==> src/rtl/acc_iq_avg_pkg.sv <==
// acc_iq_avg_pkg: shared states, register bit positions and status packing for the IQ averaging capture
package acc_iq_avg_pkg;
  typedef enum logic [1:0] {IDLE = 2'd0, WAIT_SYNC = 2'd1, ACCUM = 2'd2, DONE = 2'd3} state_t;
  localparam int ST_STATE_LO = 0;
  localparam int ST_STATE_HI = 1;
  localparam int ST_DONE = 2;
  localparam int ST_SYNC_ERR = 3;
  localparam int ST_CNT_LO = 16;
  localparam int CTRL_ARM = 0;
  localparam int CTRL_ABORT = 1;
  localparam int CTRL_NAVG_LO = 16;
  function automatic logic [31:0] pack_status(state_t s, logic done, logic sync_err, logic [15:0] cnt);
    logic [31:0] r;
    r = '0;
    r[ST_STATE_HI:ST_STATE_LO] = s;
    r[ST_DONE] = done;
    r[ST_SYNC_ERR] = sync_err;
    r[ST_CNT_LO +: 16] = cnt;
    return r;
  endfunction
endpackage

==> src/rtl/acc_iq_avg_capture_ctrl_if.sv <==
// acc_iq_avg_capture_ctrl_if: control, sample strobes and accumulator/BRAM drive of the capture controller
interface acc_iq_avg_capture_ctrl_if #(parameter int ADDR_W = 9);
  logic [31:0] ctrl_in;
  logic sync_in;
  logic valid_in;
  logic acc_en;
  logic acc_first;
  logic bram_we;
  logic [ADDR_W-1:0] bram_addr;
  logic [31:0] status_out;
  modport master (output ctrl_in, sync_in, valid_in, input acc_en, acc_first, bram_we, bram_addr, status_out);
  modport slave (input ctrl_in, sync_in, valid_in, output acc_en, acc_first, bram_we, bram_addr, status_out);
endinterface

==> src/rtl/acc_iq_avg_addr_gen.sv <==
// acc_iq_avg_addr_gen: frame address wrap counter with clear, increment and last-address flag
module acc_iq_avg_addr_gen #(parameter int ADDR_W = 9) (
  input  logic              user_clk,
  input  logic              user_rst_n,
  input  logic              clr,
  input  logic              inc,
  output logic [ADDR_W-1:0] addr,
  output logic              last
);
  logic [ADDR_W-1:0] addr_q, addr_d;
  always_comb addr_d = clr ? '0 : inc ? addr_q + ADDR_W'(1) : addr_q;
  always_ff @(posedge user_clk)
    addr_q <= !user_rst_n ? '0 : addr_d;
  assign addr = addr_q;
  assign last = &addr_q;
endmodule

==> src/rtl/acc_iq_avg_capture_ctrl.sv <==
// acc_iq_avg_capture_ctrl: arms on software edge, waits for frame sync, drives n_avg frames of accumulate/BRAM writes
module acc_iq_avg_capture_ctrl
  import acc_iq_avg_pkg::*;
#(
  parameter int ADDR_W = 9,
  parameter int CNT_W  = 16
) (
  input logic user_clk,
  input logic user_rst_n,
  acc_iq_avg_capture_ctrl_if.slave bus
);
  state_t state_q, state_d;
  logic [CNT_W-1:0] frame_cnt_q, frame_cnt_d, n_avg_q, n_avg_d, n_avg_raw;
  logic done_q, done_d, sync_err_q, sync_err_d, arm_q;
  logic acc_en_q, acc_en_d, acc_first_q, acc_first_d, bram_we_q, bram_we_d;
  logic [ADDR_W-1:0] bram_addr_q, bram_addr_d, addr;
  logic [31:0] status_q, status_d;
  logic last, accept, clr, arm_rise, abort, sync_valid;
  wire ctrl_unused = ^bus.ctrl_in[CTRL_NAVG_LO-1:CTRL_ABORT+1];
  assign arm_rise = bus.ctrl_in[CTRL_ARM] & ~arm_q;
  assign abort = bus.ctrl_in[CTRL_ABORT];
  assign sync_valid = bus.sync_in & bus.valid_in;
  assign n_avg_raw = bus.ctrl_in[CTRL_NAVG_LO +: CNT_W];
  acc_iq_avg_addr_gen #(.ADDR_W(ADDR_W)) u_addr (
    .user_clk(user_clk), .user_rst_n(user_rst_n), .clr(clr), .inc(accept), .addr(addr), .last(last)
  );
  always_comb begin
    state_d = state_q;
    frame_cnt_d = frame_cnt_q;
    n_avg_d = n_avg_q;
    done_d = done_q;
    sync_err_d = sync_err_q;
    accept = 1'b0;
    clr = 1'b0;
    if (abort) begin
      state_d = IDLE;
      clr = 1'b1;
    end else if ((state_q == IDLE || state_q == DONE) && arm_rise) begin
      state_d = WAIT_SYNC;
      frame_cnt_d = '0;
      done_d = 1'b0;
      sync_err_d = 1'b0;
      n_avg_d = n_avg_raw == '0 ? CNT_W'(1) : n_avg_raw;
      clr = 1'b1;
    end else if (state_q == WAIT_SYNC && sync_valid) begin
      state_d = ACCUM;
      accept = 1'b1;
    end else if (state_q == ACCUM && sync_valid && addr != '0) begin
      // a sync inside a frame means lost alignment: drop the sample and stop
      state_d = IDLE;
      sync_err_d = 1'b1;
      clr = 1'b1;
    end else if (state_q == ACCUM && bus.valid_in) begin
      accept = 1'b1;
      if (last) begin
        frame_cnt_d = frame_cnt_q + CNT_W'(1);
        if (frame_cnt_d == n_avg_q) begin
          state_d = DONE;
          done_d = 1'b1;
        end
      end
    end
    acc_en_d = accept;
    bram_we_d = accept;
    acc_first_d = accept && frame_cnt_q == '0;
    bram_addr_d = addr;
    status_d = pack_status(state_d, done_d, sync_err_d, 16'(frame_cnt_d));
  end
  always_ff @(posedge user_clk) begin
    if (!user_rst_n) begin
      state_q <= IDLE;
      frame_cnt_q <= '0;
      n_avg_q <= '0;
      done_q <= 1'b0;
      sync_err_q <= 1'b0;
      arm_q <= 1'b0;
      acc_en_q <= 1'b0;
      acc_first_q <= 1'b0;
      bram_we_q <= 1'b0;
      bram_addr_q <= '0;
      status_q <= '0;
    end else begin
      state_q <= state_d;
      frame_cnt_q <= frame_cnt_d;
      n_avg_q <= n_avg_d;
      done_q <= done_d;
      sync_err_q <= sync_err_d;
      arm_q <= bus.ctrl_in[CTRL_ARM];
      acc_en_q <= acc_en_d;
      acc_first_q <= acc_first_d;
      bram_we_q <= bram_we_d;
      bram_addr_q <= bram_addr_d;
      status_q <= status_d;
    end
  end
  assign bus.acc_en = acc_en_q;
  assign bus.acc_first = acc_first_q;
  assign bus.bram_we = bram_we_q;
  assign bus.bram_addr = bram_addr_q;
  assign bus.status_out = status_q;
endmodule
==> src/flat_wrapper.sv <==
// flat-port wrapper written by rule: the top's interface ports become plain ports
module acc_iq_avg_capture_ctrl_flat import acc_iq_avg_pkg::*;
#(
  parameter int ADDR_W = 9,
  parameter int CNT_W  = 16
)
  (user_clk, user_rst_n, bus_ctrl_in, bus_sync_in, bus_valid_in, bus_acc_en, bus_acc_first, bus_bram_we, bus_bram_addr, bus_status_out);
  acc_iq_avg_capture_ctrl_if #(.ADDR_W(ADDR_W)) bus_i ();
  input logic user_clk;
  input logic user_rst_n;
  input wire logic [$bits(bus_i.ctrl_in)-1:0] bus_ctrl_in;
  input wire logic [$bits(bus_i.sync_in)-1:0] bus_sync_in;
  input wire logic [$bits(bus_i.valid_in)-1:0] bus_valid_in;
  output wire logic [$bits(bus_i.acc_en)-1:0] bus_acc_en;
  output wire logic [$bits(bus_i.acc_first)-1:0] bus_acc_first;
  output wire logic [$bits(bus_i.bram_we)-1:0] bus_bram_we;
  output wire logic [$bits(bus_i.bram_addr)-1:0] bus_bram_addr;
  output wire logic [$bits(bus_i.status_out)-1:0] bus_status_out;
  assign bus_i.ctrl_in = bus_ctrl_in;
  assign bus_i.sync_in = bus_sync_in;
  assign bus_i.valid_in = bus_valid_in;
  assign bus_acc_en = bus_i.acc_en;
  assign bus_acc_first = bus_i.acc_first;
  assign bus_bram_we = bus_i.bram_we;
  assign bus_bram_addr = bus_i.bram_addr;
  assign bus_status_out = bus_i.status_out;
  acc_iq_avg_capture_ctrl #(.ADDR_W(ADDR_W), .CNT_W(CNT_W)) u_core (.user_clk(user_clk), .user_rst_n(user_rst_n), .bus(bus_i));
endmodule
==> config.mk <==
export PLATFORM = sky130hd
export DESIGN_NAME = acc_iq_avg_capture_ctrl_flat
export DESIGN_NICKNAME = d
export VERILOG_FILES = /design/src/rtl/acc_iq_avg_pkg.sv /design/src/rtl/acc_iq_avg_capture_ctrl_if.sv /design/src/rtl/acc_iq_avg_addr_gen.sv /design/src/rtl/acc_iq_avg_capture_ctrl.sv /design/src/flat_wrapper.sv
export SDC_FILE = /design/constraint.sdc
export NUM_CORES = 1
export LEC_CHECK = 0
export ABC_AREA = 0
export CAP_MARGIN = 20
export CORE_MARGIN = 3
export CORE_UTILIZATION = 53
export CTS_CLUSTER_SIZE = 16
export DETAILED_ROUTE_END_ITERATION = 8
export PLACE_DENSITY = 0.87
export SLEW_MARGIN = 15
export SYNTH_ARGS = -nofsm -noshare
export SYNTH_HDL_FRONTEND = slang
export SYNTH_SLANG_ARGS = --single-unit
==> constraint.sdc <==
create_clock -name user_clk -period 5.5 [get_ports user_clk]
set_input_delay 1.1 -clock user_clk [delete_from_list [all_inputs] [get_ports user_clk]]
set_output_delay 1.1 -clock user_clk [all_outputs]
set_load 0.03 [all_outputs]
==> Yosys cells after proc, flatten, opt, wreduce, memory -nomap -nowiden <==
Index checks and enable logic that the tools add are counted.
{ "word_totals": {"memories": 0, "ram_bits": 0, "latch_bits": 0, "inputBits": 36, "register_bits": 89, "word_cells": 71, "rom_bits": 0} }
{ "op_classes": {"n_lt_le_gt_ge": 0, "mux": 34, "n_eq_ne": 4, "reduce_logical": 14, "add_sub_neg": 2, "bitwise_logic": 5, "shifts": 0, "div": 0, "multipliers": 0} }
{ "ops": {"columns": ["op", "count"], "rows": [
  ["16-bit 2-to-1 mux", 7],
  ["16-bit zero test", 2],
  ["1-bit 2-to-1 mux", 20],
  ["16-bit by 1-bit adder with 16-bit output, second input constant", 1],
  ["16-bit == test", 1],
  ["2-bit 2-to-1 mux", 7],
  ["9-bit by 1-bit adder with 9-bit output, second input constant", 1],
  ["9-bit AND reduction", 1],
  ["9-bit nonzero test", 1],
  ["1-bit logical AND", 6],
  ["2-bit == test, second input constant", 2],
  ["1-bit inverter", 3],
  ["1-bit bitwise AND", 2],
  ["2-bit by 1-bit == test with 1-bit output, second input constant", 1],
  ["2-bit zero test", 1],
  ["2-bit AND reduction", 1],
  ["2-bit OR reduction", 1],
  ["1-bit logical OR", 1]
]} }

==> Logic depth before layout (Yosys ltp) <==
{ "logic_depth": {"depth_word": 9, "mapped_depth": 10} }

==> Hierarchy <==
Synthesis repeated with hierarchy kept, for this count alone.
{ "hier_totals": {"hier_cells": 380, "area_unflattened_um2": 3070.4} }
{ "modules_own_cells": {"columns": ["module", "seq_area_each_um2", "n_inst", "area_each_um2", "cells_each"], "rows": [
  ["acc_iq_avg_capture_ctrl", 960.9, 1, 2668.8, 336],
  ["acc_iq_avg_addr_gen", 180.2, 1, 401.6, 44]
]} }

==> Least setup slack after synthesis <==
No wires, ideal clock.
{ "synth_timing": {"path_type": "register -> register", "startpoint": "register u_core.u_addr.addr_q[0] (netlist: u_core.u_addr.addr[0])", "endpoint": "register u_core.frame_cnt_q[10]", "arrival_time_ns": 2.324, "required_time_ns": 5.426, "stages_incl_launch_ff": 9, "setup_ns": 0.074, "slack_ns": 3.102, "synth_period_minus_slack_ns": 2.398, "cell_sequence": "dfxtp_1 > inv_1 > ha_1 > or4b_4 > or3_4 > a21oi_4 > nand2_2 > or4_1 > a31oi_1"} }
{ "synth_between": {"elab_chain_cells": 7, "elab_cells_between_ends": 9} }
{ "synth_rtl": {"columns": ["item", "line", "text"], "rows": [
  ["start: declaration", "acc_iq_avg_addr_gen.sv:10", "logic [ADDR_W-1:0] addr_q, addr_d;"],
  ["start signal: assignment", "acc_iq_avg_addr_gen.sv:13", "addr_q <= !user_rst_n ? '0 : addr_d;"],
  ["9-bit AND reduction", "acc_iq_avg_addr_gen.sv:15", "assign last = &addr_q;"],
  ["16-bit 2-to-1 mux", "acc_iq_avg_capture_ctrl.sv:55", "if (last) begin"],
  ["16-bit 2-to-1 mux", "acc_iq_avg_capture_ctrl.sv:53", "end else if (state_q == ACCUM && bus.valid_in) begin"],
  ["16-bit 2-to-1 mux (*)", "acc_iq_avg_capture_ctrl.sv:48", "end else if (state_q == ACCUM && sync_valid && addr != '0) begin"],
  ["16-bit 2-to-1 mux (*)", "acc_iq_avg_capture_ctrl.sv:45", "end else if (state_q == WAIT_SYNC && sync_valid) begin"],
  ["16-bit 2-to-1 mux (*)", "acc_iq_avg_capture_ctrl.sv:38", "end else if ((state_q == IDLE || state_q == DONE) && arm_rise) begin"],
  ["16-bit 2-to-1 mux (*)", "acc_iq_avg_capture_ctrl.sv:35", "if (abort) begin"],
  ["end signal: assignment", "acc_iq_avg_capture_ctrl.sv:84", "frame_cnt_q <= frame_cnt_d;"],
  ["end: declaration", "acc_iq_avg_capture_ctrl.sv:13", "logic [CNT_W-1:0] frame_cnt_q, frame_cnt_d, n_avg_q, n_avg_d, n_avg_raw;"]
]} }
Mark *: on every way between the ends. The rest lies on a longest branch, timed or not.
A chain may end at the register's enable or synchronous reset.

==> Worst setup path in the final report <==
{ "layout_timing": {"startpoint": "input port bus_ctrl_in[1]", "endpoint": "register u_core.status_q[1] (netlist: u_core.bus.status_out[1])"} }
{ "layout_between": {"elab_chain_cells": 1} }
{ "layout_rtl": {"columns": ["item", "line", "text"], "rows": [
  ["start: declaration", "flat_wrapper.sv:11", "input wire logic [$bits(bus_i.ctrl_in)-1:0] bus_ctrl_in;"],
  ["2-bit 2-to-1 mux", "acc_iq_avg_capture_ctrl.sv:35", null],
  ["end signal: assignment", "acc_iq_avg_capture_ctrl.sv:93", "status_q <= status_d;"],
  ["end: declaration", "acc_iq_avg_capture_ctrl.sv:17", "logic [31:0] status_q, status_d;"]
]} }
Every way passes these cells.

==> impl_results.md <==
* Outcome: complete, no violations
* # H-tree levels at 3
* Residual DRC at 0
* Clk Latency, worst-skew pair at 0.34 ns
* Final worst setup slack at 2.41 ns
* Count leader, synth: dfxtp_1
* Combinational power share at under 10%
* Site row count at 27
* Hold path depth at 2
* Post-route ant nets at 0
* Int Pwr at 626 µW
* CTS tree: done
* Core ar. at roughly 5600 µm²
* Layout cells sized above 1 at 6.44%
* CP Class: input pin to flip-flop
* Cell area after placement at around 3600 µm²
* Reg2Reg Setup Slack at between 2 and 3 ns
* Placed cell count at 475
* Reg clk slew, reported paths at ~0.06 ns
* Final Slew Violations at 0
* Max-Cap Viols at 0
* Die height at between 80 and 90 µm
* R2r endpoint: u_core.frame_cnt_q[11]
* Final Hold Viols at 0
* Mean cell area of the mapped netlist at 8.35 µm²
* Post-synth top area cell: dfxtp_1
* Minimum clock period after layout at roughly 3.1 ns
* Drt initial violations at roughly 270
* Synth async-reset ratio at 0%
* Post-Layout Cell Count at 491
* Total GRT Usage at approximately 22%
* Net Sw Power at about 230 µW
* Arrival time worst endpoint at approximately 3.4 ns
* RSZ-0062 raised after global routing: no
* Die width at around 83 µm
* Pin count of the biggest net entering global routing at 22
* Worst clock skew at 0.00861 ns
* Post-DP HPWL at between 5 and 6 mm
* Sw Share at 26.5%
* Distinct cells, synth at slightly above 50
* Power per cell area at between 200 and 250 nW/µm²
* Synth-to-Final Area Change at 20.9%
* P_leak at approximately 1.3 nW
* Post-CTS Setup Bufs at 0
* Pre-CTS worst setup slack at ~2.1 ns
* # port buffers at 53
* Worst min-delay path category: flip-flop to flip-flop
* Endpoint, Worst Hold: u_core.n_avg_q[8]
* Post-CTS sizing at 0
* Synth top area cells: dfxtp_1 (36%), xnor2_1 (5.3%), a21oi_1 (3.7%)
* Diode count at 0
* Synth Register Bits at 57
* Warnings from Yosys at 0
* Critical Path End Type: flip-flop
* WL/cell at 15.5 µm
* Num CTS Buffers at 9
* Worst vdd ir at between 0.00015 and 0.0002 V
* Clock Sinks at 57
* Critical path peak fanout at 21
* Global-route wire length before repair at 12.7 mm
* Startpoint Class: input pin
* Initial DRT Pass Iterations at 5
* Register share of total power at approximately half
* Reg2Reg Depth at 8
* Post-synthesis cell area at 3140 µm²
* Post-synthesis sequential area ratio at 36.4%
* Rel. slew slack at between 40% and 50%
* # IOs at 80
* Hold path start: u_core.n_avg_q[8]
* Initial Util at between 50% and 60%
* GP Congestion at between 0.9 and 1
* Cts hold-fix bufs at 0
* Final WL at 7.59 mm
* Max Fclk at approximately 320 MHz
* Nets@finish at ~460
* Number of synthesized flops with an enable pin at 0
* Post-synthesis instance total at 376
* Part of the cycle the worst path needs at a little under three fifths
* Max clock buf depth at 2
* Worst reg2reg startpoint: u_core.u_addr.addr[0]
* Clock network power share at 40.6%
* Vias in the first global route at around 2,700
* Overflow after GRT at 0
* Final setup fails at 0
* Setup TNS at 0 ns
* Primary FF master, synth: dfxtp_1
* Post-synth top cells: dfxtp_1 (57), nor2_1 (25), clkbuf_1 (24), nand2_1 (24), a21oi_1 (23)
* Worst slew pin tran at a little under 0.9 ns
* Vias at between 2,000 and 3,000
* Post-route cell area at 3790 µm²
* Vias per cell at approximately 6
* Top cell type's share of synthesized area at a little over a third
* Required @ worst endpoint at 5.76 ns
* Clock root buffer: clkbuf_8
* Full die area at ~7000 µm²
* Initial antenna violation count at 0
metrics by stage:
step                      hold slack [ns]  util (%)  total power [mW]
after detailed placement            0.468      64.4             0.514
after global placement              0.453      64.3             0.511
after CTS                           0.477      67.6             0.858
after global routing                0.505      67.6             0.882
after floorplan                     0.426         -             0.489
final                               0.473      67.6             0.852
power groups by stage:
stage | clock, mW | combinational, mW | sequential (mW)
6_report | 0.346 | 0.0809 | 0.425
5_1_grt | 0.370 | 0.0867 | 0.425
4_1_cts | 0.353 | 0.0799 | 0.425
3_5_place_dp | 0 | 0.0796 | 0.434
3_3_place_gp | 0 | 0.0779 | 0.434
2_1_floorplan | 0 | 0.0562 | 0.433
sequential cells by signal, indices dropped and copies added, names as in the netlist:
| register | count |
|---|---|
| u_core.frame_cnt_q | 16 |
| u_core.n_avg_q | 16 |
| u_core.bus.bram_addr | 9 |
| u_core.u_addr.addr | 9 |
| u_core.bus.status_out | 3 |
| u_core.arm_q | 1 |
| u_core.bus.acc_first | 1 |
| u_core.bus.bram_we | 1 |
| u_core.state_q | 1 |
cell usage in the layout, fill, tap and decap left out, types with 8 or more instances in the layout:
cell,netlist,routed
dfxtp_1,57,57
nand4_1,9,9
clkdlybuf4s50_1,0,53
and2_1,11,11
clkbuf_8,0,10
xnor2_1,19,19
nor3_1,8,8
conb_1,1,12
a22o_1,13,13
nand3_1,13,13
xor2_1,8,8
o21ai_0,16,16
a21oi_1,23,23
inv_1,8,8
nor2_1,25,25
nor4_1,14,14
nand2_1,24,24
area by class of cell:
type | count | area [µm²]
clock buffer | 10 | 138
fill | 493 | 1820
timing repair buffer | 56 | 551
sequential | 57 | 1140
tap | 72 | 90.1
inverter | 8 | 30.0
clock inverter | 6 | 42.5
multi-input combinational | 282 | 1800
worst max path at each step:
stage	to	start	slack, ns	cells after the start
2_1_floorplan	u_core.frame_cnt_q[10]	u_core.u_addr.addr[0]	3.10	8
3_3_place_gp	u_core.bus.status_out[1]	bus_ctrl_in[1]	1.89	7
3_5_place_dp	u_core.bus.status_out[1]	bus_ctrl_in[1]	2.14	7
4_1_cts	u_core.bus.status_out[1]	bus_ctrl_in[1]	2.49	7
5_1_grt	u_core.bus.status_out[1]	bus_ctrl_in[1]	2.21	7
6_report	u_core.bus.status_out[1]	bus_ctrl_in[1]	2.41	7
kinds of logic (layout without fill, tap and decap cells):
group	count (synthesis)	in the layout	share of synthesized area (%)
AND/OR/NAND/NOR	146	146	26.0
AO/OA/AOI/OAI	87	87	18.7
flip-flops	57	57	36.4
buffers and inverters	48	80	7.58
XOR/XNOR	27	27	7.54
adder cells (fa/ha/maj)	7	7	2.79
multiplexers	3	3	0.957
other	1	12	0.120
worst max-delay path, stage by stage:
cell and delay (ns):
clkdlybuf4s50_1 0.80, nand2b_1 0.42, nor2_1 0.18, o21ai_0 0.29, a211oi_1 0.32, o2111ai_1 0.12, o21ai_0 0.10
metal layers:
metal	up-vias	GRT usage [%]	share of wire, %
met2	148	35.6	45
met3	18	6.35	9.7
met5	-	0	0
met1	1379	28.5	43
met4	0	7.88	2.1
li1	1431	-	-
Power figures use the tool's default switching activity.
